`config.mk`:
```
export PLATFORM = sky130hd
export DESIGN_NAME = posicionador_de_navios_flat
export DESIGN_NICKNAME = d
export VERILOG_FILES = /design/src/rtl/posicionador_de_navios_if.sv /design/src/rtl/posicionador_de_navios.sv /design/src/flat_wrapper.sv
export SDC_FILE = /design/constraint.sdc
export NUM_CORES = 1
export LEC_CHECK = 0
export BUFFER_PORTS_ARGS = -buffer_cell sky130_fd_sc_hd__buf_2
export CAP_MARGIN = 10
export CORE_AREA = 2 2 68 70
export DETAILED_ROUTE_END_ITERATION = 16
export DIE_AREA = 0 0 70 72
export PLACE_DENSITY = 0.82
export SLEW_MARGIN = 15
export SYNTH_ARGS = -nofsm -noshare
export SYNTH_HDL_FRONTEND = slang
export SYNTH_SLANG_ARGS = --single-unit
```
`constraint.sdc`:
```
create_clock -name clock -period 4.6 [get_ports clock]
set_clock_uncertainty 0.2 [all_clocks]
set_input_delay 0 -clock clock [delete_from_list [all_inputs] [get_ports clock]]
set_output_delay 0 -clock clock [all_outputs]
set_load 0.01 [all_outputs]
```
`src/rtl/posicionador_de_navios_if.sv`:
```
// rtl/posicionador_de_navios_if.sv - cursor/button inputs and board outputs of the ship placer
interface posicionador_de_navios_if #(
    parameter int CONT_W = 3
);
    logic              enable;
    logic [2:0]        coordColuna;
    logic [2:0]        coordLinha;
    logic              confirmar;
    logic              apagar;
    logic [6:0]        mapa0;
    logic [6:0]        mapa1;
    logic [6:0]        mapa2;
    logic [6:0]        mapa3;
    logic [6:0]        mapa4;
    logic [CONT_W-1:0] restantes;
    logic              pronto;
    logic              LED_R;
    logic              LED_G;
    logic              LED_B;

    modport master (
        output enable, coordColuna, coordLinha, confirmar, apagar,
        input  mapa0, mapa1, mapa2, mapa3, mapa4, restantes, pronto, LED_R, LED_G, LED_B
    );

    modport slave (
        input  enable, coordColuna, coordLinha, confirmar, apagar,
        output mapa0, mapa1, mapa2, mapa3, mapa4, restantes, pronto, LED_R, LED_G, LED_B
    );
endinterface

```
`src/rtl/posicionador_de_navios.sv`:
```
// rtl/posicionador_de_navios.sv - places/removes ship cells on a 5x7 board with a cell budget
module posicionador_de_navios #(
    parameter int NUM_CELULAS = 6,
    parameter int CONT_W      = 3
) (
    input logic                     clock,
    input logic                     reset,
    posicionador_de_navios_if.slave bus
);
    typedef enum logic [1:0] {OCIOSO, POSICIONANDO, PRONTO} estado_t;

    estado_t                estado_q, estado_d;
    logic [4:0][6:0]        mapa_q, mapa_d;
    logic [CONT_W-1:0]      rest_q, rest_d;
    logic                   pronto_q, pronto_d;
    logic                   led_r_q, led_r_d;
    logic                   led_g_q, led_g_d;
    logic                   conf_q;

    logic       evento;
    logic       coord_ok;
    logic       ocupada;
    logic [2:0] col;
    logic [2:0] lin;

    assign col      = bus.coordColuna;
    assign lin      = bus.coordLinha;
    assign evento   = bus.confirmar & ~conf_q;
    assign coord_ok = (col <= 3'd4) && (lin <= 3'd6);
    assign ocupada  = coord_ok && mapa_q[col][lin];

    always_ff @(posedge clock or negedge reset) begin
        if (!reset) begin
            estado_q <= OCIOSO;
            mapa_q   <= '0;
            rest_q   <= CONT_W'(NUM_CELULAS);
            pronto_q <= 1'b0;
            led_r_q  <= 1'b0;
            led_g_q  <= 1'b0;
            conf_q   <= 1'b0;
        end else begin
            estado_q <= estado_d;
            mapa_q   <= mapa_d;
            rest_q   <= rest_d;
            pronto_q <= pronto_d;
            led_r_q  <= led_r_d;
            led_g_q  <= led_g_d;
            conf_q   <= bus.confirmar;
        end
    end

    always_comb begin
        estado_d = estado_q;
        mapa_d   = mapa_q;
        rest_d   = rest_q;
        pronto_d = pronto_q;
        led_r_d  = led_r_q;
        led_g_d  = led_g_q;

        // enable low overrides any button event in the same cycle
        if (!bus.enable) begin
            estado_d = OCIOSO;
            mapa_d   = '0;
            rest_d   = CONT_W'(NUM_CELULAS);
            pronto_d = 1'b0;
            led_r_d  = 1'b0;
            led_g_d  = 1'b0;
        end else begin
            case (estado_q)
                OCIOSO: estado_d = POSICIONANDO;
                POSICIONANDO: begin
                    if (evento) begin
                        led_r_d = 1'b1;
                        led_g_d = 1'b0;
                        if (coord_ok && !bus.apagar && !ocupada && rest_q != '0) begin
                            mapa_d[col][lin] = 1'b1;
                            rest_d  = rest_q - CONT_W'(1);
                            led_r_d = 1'b0;
                            led_g_d = 1'b1;
                            if (rest_q == CONT_W'(1)) begin
                                estado_d = PRONTO;
                                pronto_d = 1'b1;
                            end
                        end else if (bus.apagar && ocupada) begin
                            mapa_d[col][lin] = 1'b0;
                            rest_d  = rest_q + CONT_W'(1);
                            led_r_d = 1'b0;
                            led_g_d = 1'b1;
                        end
                    end
                end
                PRONTO: begin
                    if (evento) begin
                        led_r_d = 1'b1;
                        led_g_d = 1'b0;
                        if (bus.apagar && ocupada) begin
                            mapa_d[col][lin] = 1'b0;
                            rest_d   = CONT_W'(1);
                            pronto_d = 1'b0;
                            estado_d = POSICIONANDO;
                            led_r_d  = 1'b0;
                            led_g_d  = 1'b1;
                        end
                    end
                end
                default: estado_d = OCIOSO;
            endcase
        end
    end

    assign bus.mapa0     = mapa_q[0];
    assign bus.mapa1     = mapa_q[1];
    assign bus.mapa2     = mapa_q[2];
    assign bus.mapa3     = mapa_q[3];
    assign bus.mapa4     = mapa_q[4];
    assign bus.restantes = rest_q;
    assign bus.pronto    = pronto_q;
    assign bus.LED_R     = led_r_q;
    assign bus.LED_G     = led_g_q;
    assign bus.LED_B     = pronto_q;
endmodule

```
`src/flat_wrapper.sv`:
```
// flat-port wrapper written by rule: the top's interface ports become plain ports
module posicionador_de_navios_flat 
#(
    parameter int NUM_CELULAS = 6,
    parameter int CONT_W      = 3
)
  (clock, reset, bus_enable, bus_coordColuna, bus_coordLinha, bus_confirmar, bus_apagar, bus_mapa0, bus_mapa1, bus_mapa2, bus_mapa3, bus_mapa4, bus_restantes, bus_pronto, bus_LED_R, bus_LED_G, bus_LED_B);
  posicionador_de_navios_if #(.CONT_W(CONT_W)) bus_i ();
  input logic clock;
  input logic reset;
  input wire logic [$bits(bus_i.enable)-1:0] bus_enable;
  input wire logic [$bits(bus_i.coordColuna)-1:0] bus_coordColuna;
  input wire logic [$bits(bus_i.coordLinha)-1:0] bus_coordLinha;
  input wire logic [$bits(bus_i.confirmar)-1:0] bus_confirmar;
  input wire logic [$bits(bus_i.apagar)-1:0] bus_apagar;
  output wire logic [$bits(bus_i.mapa0)-1:0] bus_mapa0;
  output wire logic [$bits(bus_i.mapa1)-1:0] bus_mapa1;
  output wire logic [$bits(bus_i.mapa2)-1:0] bus_mapa2;
  output wire logic [$bits(bus_i.mapa3)-1:0] bus_mapa3;
  output wire logic [$bits(bus_i.mapa4)-1:0] bus_mapa4;
  output wire logic [$bits(bus_i.restantes)-1:0] bus_restantes;
  output wire logic [$bits(bus_i.pronto)-1:0] bus_pronto;
  output wire logic [$bits(bus_i.LED_R)-1:0] bus_LED_R;
  output wire logic [$bits(bus_i.LED_G)-1:0] bus_LED_G;
  output wire logic [$bits(bus_i.LED_B)-1:0] bus_LED_B;
  assign bus_i.enable = bus_enable;
  assign bus_i.coordColuna = bus_coordColuna;
  assign bus_i.coordLinha = bus_coordLinha;
  assign bus_i.confirmar = bus_confirmar;
  assign bus_i.apagar = bus_apagar;
  assign bus_mapa0 = bus_i.mapa0;
  assign bus_mapa1 = bus_i.mapa1;
  assign bus_mapa2 = bus_i.mapa2;
  assign bus_mapa3 = bus_i.mapa3;
  assign bus_mapa4 = bus_i.mapa4;
  assign bus_restantes = bus_i.restantes;
  assign bus_pronto = bus_i.pronto;
  assign bus_LED_R = bus_i.LED_R;
  assign bus_LED_G = bus_i.LED_G;
  assign bus_LED_B = bus_i.LED_B;
  posicionador_de_navios #(.NUM_CELULAS(NUM_CELULAS), .CONT_W(CONT_W)) u_core (.clock(clock), .reset(reset), .bus(bus_i));
endmodule
```
==> results of run 1 <==
==> logic make-up (layout without fill, tap and decap cells) <==
kind of cell,count (synthesis),after routing
compound gates,110,110
xor+xnor,2,2
fa+ha+maj,4,4
buf+inv,19,71
flops,44,44
mux,10,10
simple gates,63,63
==> stage by stage <==
step,std cells,util (%)
2_1_floorplan,252,-
3_3_place_gp,343,62.1
3_5_place_dp,343,62.1
4_1_cts,356,65.4
5_1_grt,356,65.4
6_report,356,65.4
==> sequential cells by signal (all words and copies together) (netlist names), 2 cells and up <==
register              count
u_core.bus.mapa2          7
u_core.bus.mapa4          7
u_core.bus.mapa3          7
u_core.bus.mapa1          7
u_core.bus.mapa0          7
u_core.bus.restantes      3
u_core.estado_q           2
==> Yosys cell counts, types with 3 or more instances <==
cell and n:
o21ai_1 4, buf_2 4, inv_1 6, a21oi_1 7
nor2b_1 4, nand3b_1 6, a22oi_1 4, and3_1 3
nand2_1 12, o21ai_0 71, o21bai_1 3, a31oi_1 8
and2_1 6, mux2i_1 9, dfrtp_1 42, clkbuf_1 5
buf_6 3, nor2_1 13, ha_1 4
==> layout make-up <==
class	instances	area (um^2)	share of cell area, %
multi-input cells	189	1190	42.8
inverters	6	22.5	0.807
repair buffers	57	310	11.1
flip-flops and latches	44	1100	39.6
clock inverters	1	7.51	0.269
clock buffers	7	86.3	3.09
well taps	52	65.1	2.33
==> report_power, final <==
group,switching [mW],internal [mW],total [mW]
Sequential,0.00216,0.389,0.391
Clock,0.131,0.122,0.253
Combinational,0.0509,0.0209,0.0717
==> how the worst max path moves through the flow <==
stage / startpoint / end / slack [ns]
6_report: u_core.bus.mapa3[0] / u_core.bus.mapa3[3] / 1.78
5_1_grt: u_core.bus.mapa3[0] / u_core.bus.mapa0[3] / 1.53
4_1_cts: u_core.bus.mapa3[0] / u_core.bus.mapa3[3] / 1.82
3_5_place_dp: bus_coordColuna[0] / u_core.bus.mapa3[5] / 1.71
3_3_place_gp: bus_coordColuna[0] / u_core.bus.restantes[2] / 1.83
2_1_floorplan: u_core.bus.mapa3[0] / u_core.bus.restantes[2] / 2.02
==> per-layer routing <==
metal | track usage, % | vias to the layer above | part of all wire, %
met1 | 37.2 | 1133 | 43
met4 | 10.7 | 0 | 2.6
li1 | - | 1032 | -
met5 | 0 | - | 0
met3 | 5.14 | 15 | 7.5
met2 | 43.2 | 99 | 47
==> critical path, stage by stage, from the launching register on <==
cell and delay (ns):
dfrtp_1 0.41, mux4_2 0.47, a22oi_1 0.13, or2_1 0.13, and4_4 0.25, nand4_1 0.15, nor4_2 0.38, nand2_1 0.37
o21ai_0 0.25
==> timing repair <==
item                      in CTS  in global routing
hold endpoints to repair      54                  0
setup buffers                  0                  0
hold buffers                   5                  0
==> impl_results.md, run 1 <==
* Run status: finished clean
* Worst setup path class: reg -> reg
* Worst Reg-to-Reg Cells at 8
* Static leakage power at roughly 1.4 nW
* Most common cell after layout, fill and taps aside: o21ai_0
* Combinational family with the most area after synthesis: compound AO/OA/AOI/OAI gates
* Largest fanout on the critical path at 7
* IR Drop Worst-Case VDD at between 0.15 and 0.2 mV
* Routability cong. at a little under 0.9
* Final-report hold violation count at 0
* Die area at between 5000 and 6000 um^2
* Commonest cells after routing, fill and taps aside: o21ai_0, buf_2, dfrtp_1
* Horizontal die dimension at 70 um
* Number of rows created at floorplan at 24
* Number of library cell types mapped by synthesis at between 50 and 60
* Final Slew Violations at 0
* Layout Cell Area excl Fill at approximately 2800 um^2
* Final clock period utilization by the worst path at approximately three fifths
* Setup repair after global routing missed its margin: false
* Final worst hold slack at approximately 0.045 ns
* Register area share after synthesis at between 40% and 50%
* I/O pin count at between 50 and 60
* Critical path capture point type: flop
* Max-capacitance violation count at 0
* Post-Syn Nets at 267
* Fmax achieved at 354 MHz
* Mux cell area share after synthesis at about 4.7%
* Top cells by area in the synthesized netlist: dfrtp_1, o21ai_0, mux2i_1
* Post-Synth Adder-Cell Area at 2.08%
* RR Startpoint: u_core.bus.mapa3[0]
* Final Worst Setup Slack at around 1.8 ns
* Slew at the pin with the worst max-slew slack at roughly 0.97 ns
* Clock root cell: clkbuf_8
* Drt total wl at 6540 um
* Initial core utilization at between 50% and 60%
* Count of antenna-violating nets left after detailed routing at 0
* Arr. time, crit path at roughly 2.8 ns
* Share of cells above drive strength 1 at a little under a quarter
* Diode insertion count for antenna repair at 0
* HPWL after detailed placement at 4480 um
* Crit path required time at 4.61 ns
* Average routed wire per standard cell at 18.4 um
* Resized cells post-CTS at 0
* Largest net degree at the start of global routing at 45
* Minimum clock period at 2.82 ns
* Slack of the worst reg-to-reg path at 1.78 ns
* Number of buffers created by CTS at 5
* Nets at 318
* Worst slew margin relative to its limit at a little over a third
* First-pass GRT wire length at 10600 um
* Synthesis warning total at 0
* DRC Markers at 0
* Post-synthesis share of cell area spent on xor and xnor gates at less than 1%
* Post-synth EDFFs at 0
* Top_reg_cell synth: dfrtp_1
* 1st-iter DRT viols at around 190
* Vias in the first global route at ~2100
* Area growth from synthesis to layout at 16.2%
* Post-synth top area cell: dfrtp_1
* Routed vias at approximately 2300
* FF-to-FF End: u_core.bus.mapa3[3]
* Overall die height at 72 um
* 1st-pass router iterations at 4
* Count of filler cells inserted in the layout at about 370
* Core outline area at between 4000 and 5000 um^2
* Synthesized flop and latch total at 44
* Fraction of synthesis flops using an asynchronous set or reset pin at between 90% and 100%
* Hold path cells at 3
* H-tree levels at 2
* Capture endpoint of the worst hold path: u_core.bus.mapa1[3]
* Final total power at 0.716 mW
* Share of synthesized cell area in and, or, nand and nor gates at between 10 and 15%
* Clock tree from TritonCTS: yes
* Placement Cell Area at 2650 um^2
* Power density relative to cell area at ~260 nW/um^2
* Clk sinks at 44
* Start point of the worst hold path: bus_coordLinha[0]
* Clock slew at the register clock pins of the worst setup and hold paths at 0.08 ns
* Pre-CTS setup slack at ~1.7 ns
* Number of buffers on the longest clock path at 2
* Top-area cell type share of the netlist area at around 44%
* Via density at about 6.4
* GRT Util Overall at between 20% and 30%
* Average instance area after synthesis at roughly 9.5 um^2
* Sum Neg Setup Slack at 0 ns
* Startpoint kind of the worst setup timing path: flop
* I/O Buffers at 52
* Synthesized area at ~2400 um^2
* Congestion Overflow GR at 0
* Final setup fails at 0
* Number of antenna violations at the first check in global routing at 0
* Synthesized netlist cell count at around 250
* Post-synthesis compound-gate area fraction at a little over a quarter
* Min-Delay Path Class: in -> reg
* Skew-Pair Late Insertion Delay at roughly 0.30 ns
No activity file was read; power rests on OpenSTA's default activity.
==> run 2, diff against run 1 <==
Settings changed: CORE_AREA 2 2 68 70 to 2 2 70 72, DIE_AREA 0 0 70 72 to 0 0 72 74, PLACE_DENSITY 0.82 to 0.78.
Clock period 4.6 ns to 2.8 ns, I/O delays scaled along.
==> impl_results.md, run 2 (synthesis results as in run 1) <==
* Layout Cell Area excl Fill at about 2900 um^2
* Initial core utilization at a little over half
* Number of antenna violations at the first check in global routing at 0
* Critical path capture point type: flop
* Number of buffers created by CTS at 5
* Crit path required time at 2.83 ns
* Worst slew margin relative to its limit at a little over a third
* 1st-iter DRT viols at approximately 190
* Worst setup path class: in -> reg
* Commonest cells after routing, fill and taps aside: o21ai_0, buf_2, dfrtp_1
* Worst Reg-to-Reg Cells at 8
* Clock tree from TritonCTS: yes
* H-tree levels at 2
* Most common cell after layout, fill and taps aside: o21ai_0
* Clock root cell: clkbuf_8
* Arr. time, crit path at between 2 and 3 ns
* Cell-by-cell listing of the critical path: dlygate4sd3_1 -> buf_2 -> or3b_1 -> o22a_1 -> o221a_4 -> a21oi_4 -> buf_12 -> a22oi_4 -> or4_1 -> o211ai_2
* GRT Util Overall at between 20% and 30%
* Cell family with most CP delay: simple AND/OR/NAND/NOR gates
* Sum Neg Setup Slack at 0 ns
* Count of antenna-violating nets left after detailed routing at 0
* Share of cells above drive strength 1 at between 20% and 30%
* Number of buffers on the longest clock path at 2
* Skew-Pair Late Insertion Delay at 0.30 ns
* Routed vias at between 2000 and 2500
* Fmax achieved at about 370 MHz
* Clock slew at the register clock pins of the worst setup and hold paths at approximately 0.080 ns
* Total buffers and inverters traversed by the critical path at 3
* Min-Delay Path Class: in -> reg
* Final-report hold violation count at 0
* I/O Buffers at between 50 and 60
* Cell with the largest stage delay on the worst path: dlygate4sd3_1
* Diode insertion count for antenna repair at 0
* I/O pin count at between 50 and 60
* Routability cong. at between 0.8 and 0.9
* Overall die height at approximately 74 um
* Core outline area at around 4600 um^2
* Via density at between 6 and 7
* Hold path cells at 3
* Number of rows created at floorplan at 25
* Path length in cells of the critical path at 10
* Core occupancy in the finished layout at between 60% and 70%
* Placement Cell Area at 2670 um^2
* Max-capacitance violation count at 0
* Area growth from synthesis to layout at 20.7%
* Largest fanout on the critical path at 9
* Largest net degree at the start of global routing at 45
* Run status: finished clean
* Count of filler cells inserted in the layout at 382
* Die area at 5330 um^2
* Startpoint kind of the worst setup timing path: input pin
* Final worst hold slack at approximately 0.024 ns
* 1st-pass router iterations at 4
* IR Drop Worst-Case VDD at about 0.34 mV
* Minimum clock period at 2.73 ns
* Final total power at about 1.2 mW
* Drt total wl at 6620 um
* Final setup fails at 0
* Final Slew Violations at 0
* DRC Markers at 0
* Nets at 322
* Horizontal die dimension at between 70 and 80 um
* Power density relative to cell area at approximately 430 nW/um^2
* HPWL after detailed placement at approximately 4600 um
* Vias in the first global route at around 2100
* Average routed wire per standard cell at between 15 and 20 um
* Clk sinks at 44
* Peak per-stage delay on the critical path at 0.53 ns
* Congestion Overflow GR at 0
* Static leakage power at about 1.4 nW
* Final clock period utilization by the worst path at a little over nine tenths
* First-pass GRT wire length at 10600 um
* Slew at the pin with the worst max-slew slack at ~0.96 ns
[run 2: cell types whose count changed in the layout (fill, tap and decap cells not counted), moves of 4 or more]
cell	delta
a31oi_2	+4
o21ai_0	-4
o21ai_1	+4
nand2_1	-5
buf_4	+4
a31oi_1	-4
nand2_2	+5
[run 2: path summary, 6_finish.rpt]
path                                      endpoint  slack [ns]                start
max reg2reg                u_core.bus.restantes[2]        0.15  u_core.bus.mapa3[0]
max                        u_core.bus.restantes[2]        0.07    bus_coordLinha[2]
max in group asynchronous         u_core.bus.LED_R        1.61                reset
min                            u_core.bus.mapa0[3]        0.02    bus_coordLinha[1]
min reg2reg                       u_core.bus.LED_R        0.33     u_core.bus.LED_R
min in group asynchronous         u_core.bus.LED_B        0.19                reset
[run 2: report_power, final]
part | internal (mW) | total (mW) | switching [mW] | leakage [nW]
sequential | 0.639 | 0.643 | 0.00370 | 0.603
clock | 0.264 | 0.480 | 0.216 | 0.0541
combinational | 0.0374 | 0.125 | 0.0876 | 0.733
[run 2: cell type report]
class	count	area (um^2)	share of cell area [%]
Inverter	6	22.5	0.777
Timing Repair Buffer	61	350	12.1
Sequential cell	44	1100	38.1
Tap cell	54	67.6	2.33
Clock inverter	3	42.5	1.47
Clock buffer	5	68.8	2.37
Multi-Input combinational cell	189	1240	42.9
[run 2: tightest hold or removal path: stages]
cell      delay (ns)
buf_2           0.14
nand3b_1        0.21
o21ai_0         0.12
[run 2: repair_timing]
item,CTS,global route
buffers inserted,0,2
resized for setup,0,15
endpoints found under the setup margin,0,36
hold endpoints to repair,52,0
hold buffers,4,0
[run 2: metal layers]
layer	GRT usage [%]	vias up	share of wire (%)
li1	-	1034	-
met1	37.5	1082	43
met2	41.9	94	48
met3	4.20	10	7.0
met4	6.71	0	1.7
met5	0	-	0
[run 2: per-stage QoR]
step | setup WS, ns | instances
after floorplan | 0.216 | 252
after global placement | 0.117 | 348
after detailed placement | 0.0612 | 348
after CTS | 0.0146 | 360
after global routing | -0.00909 | 362
final | 0.0694 | 362
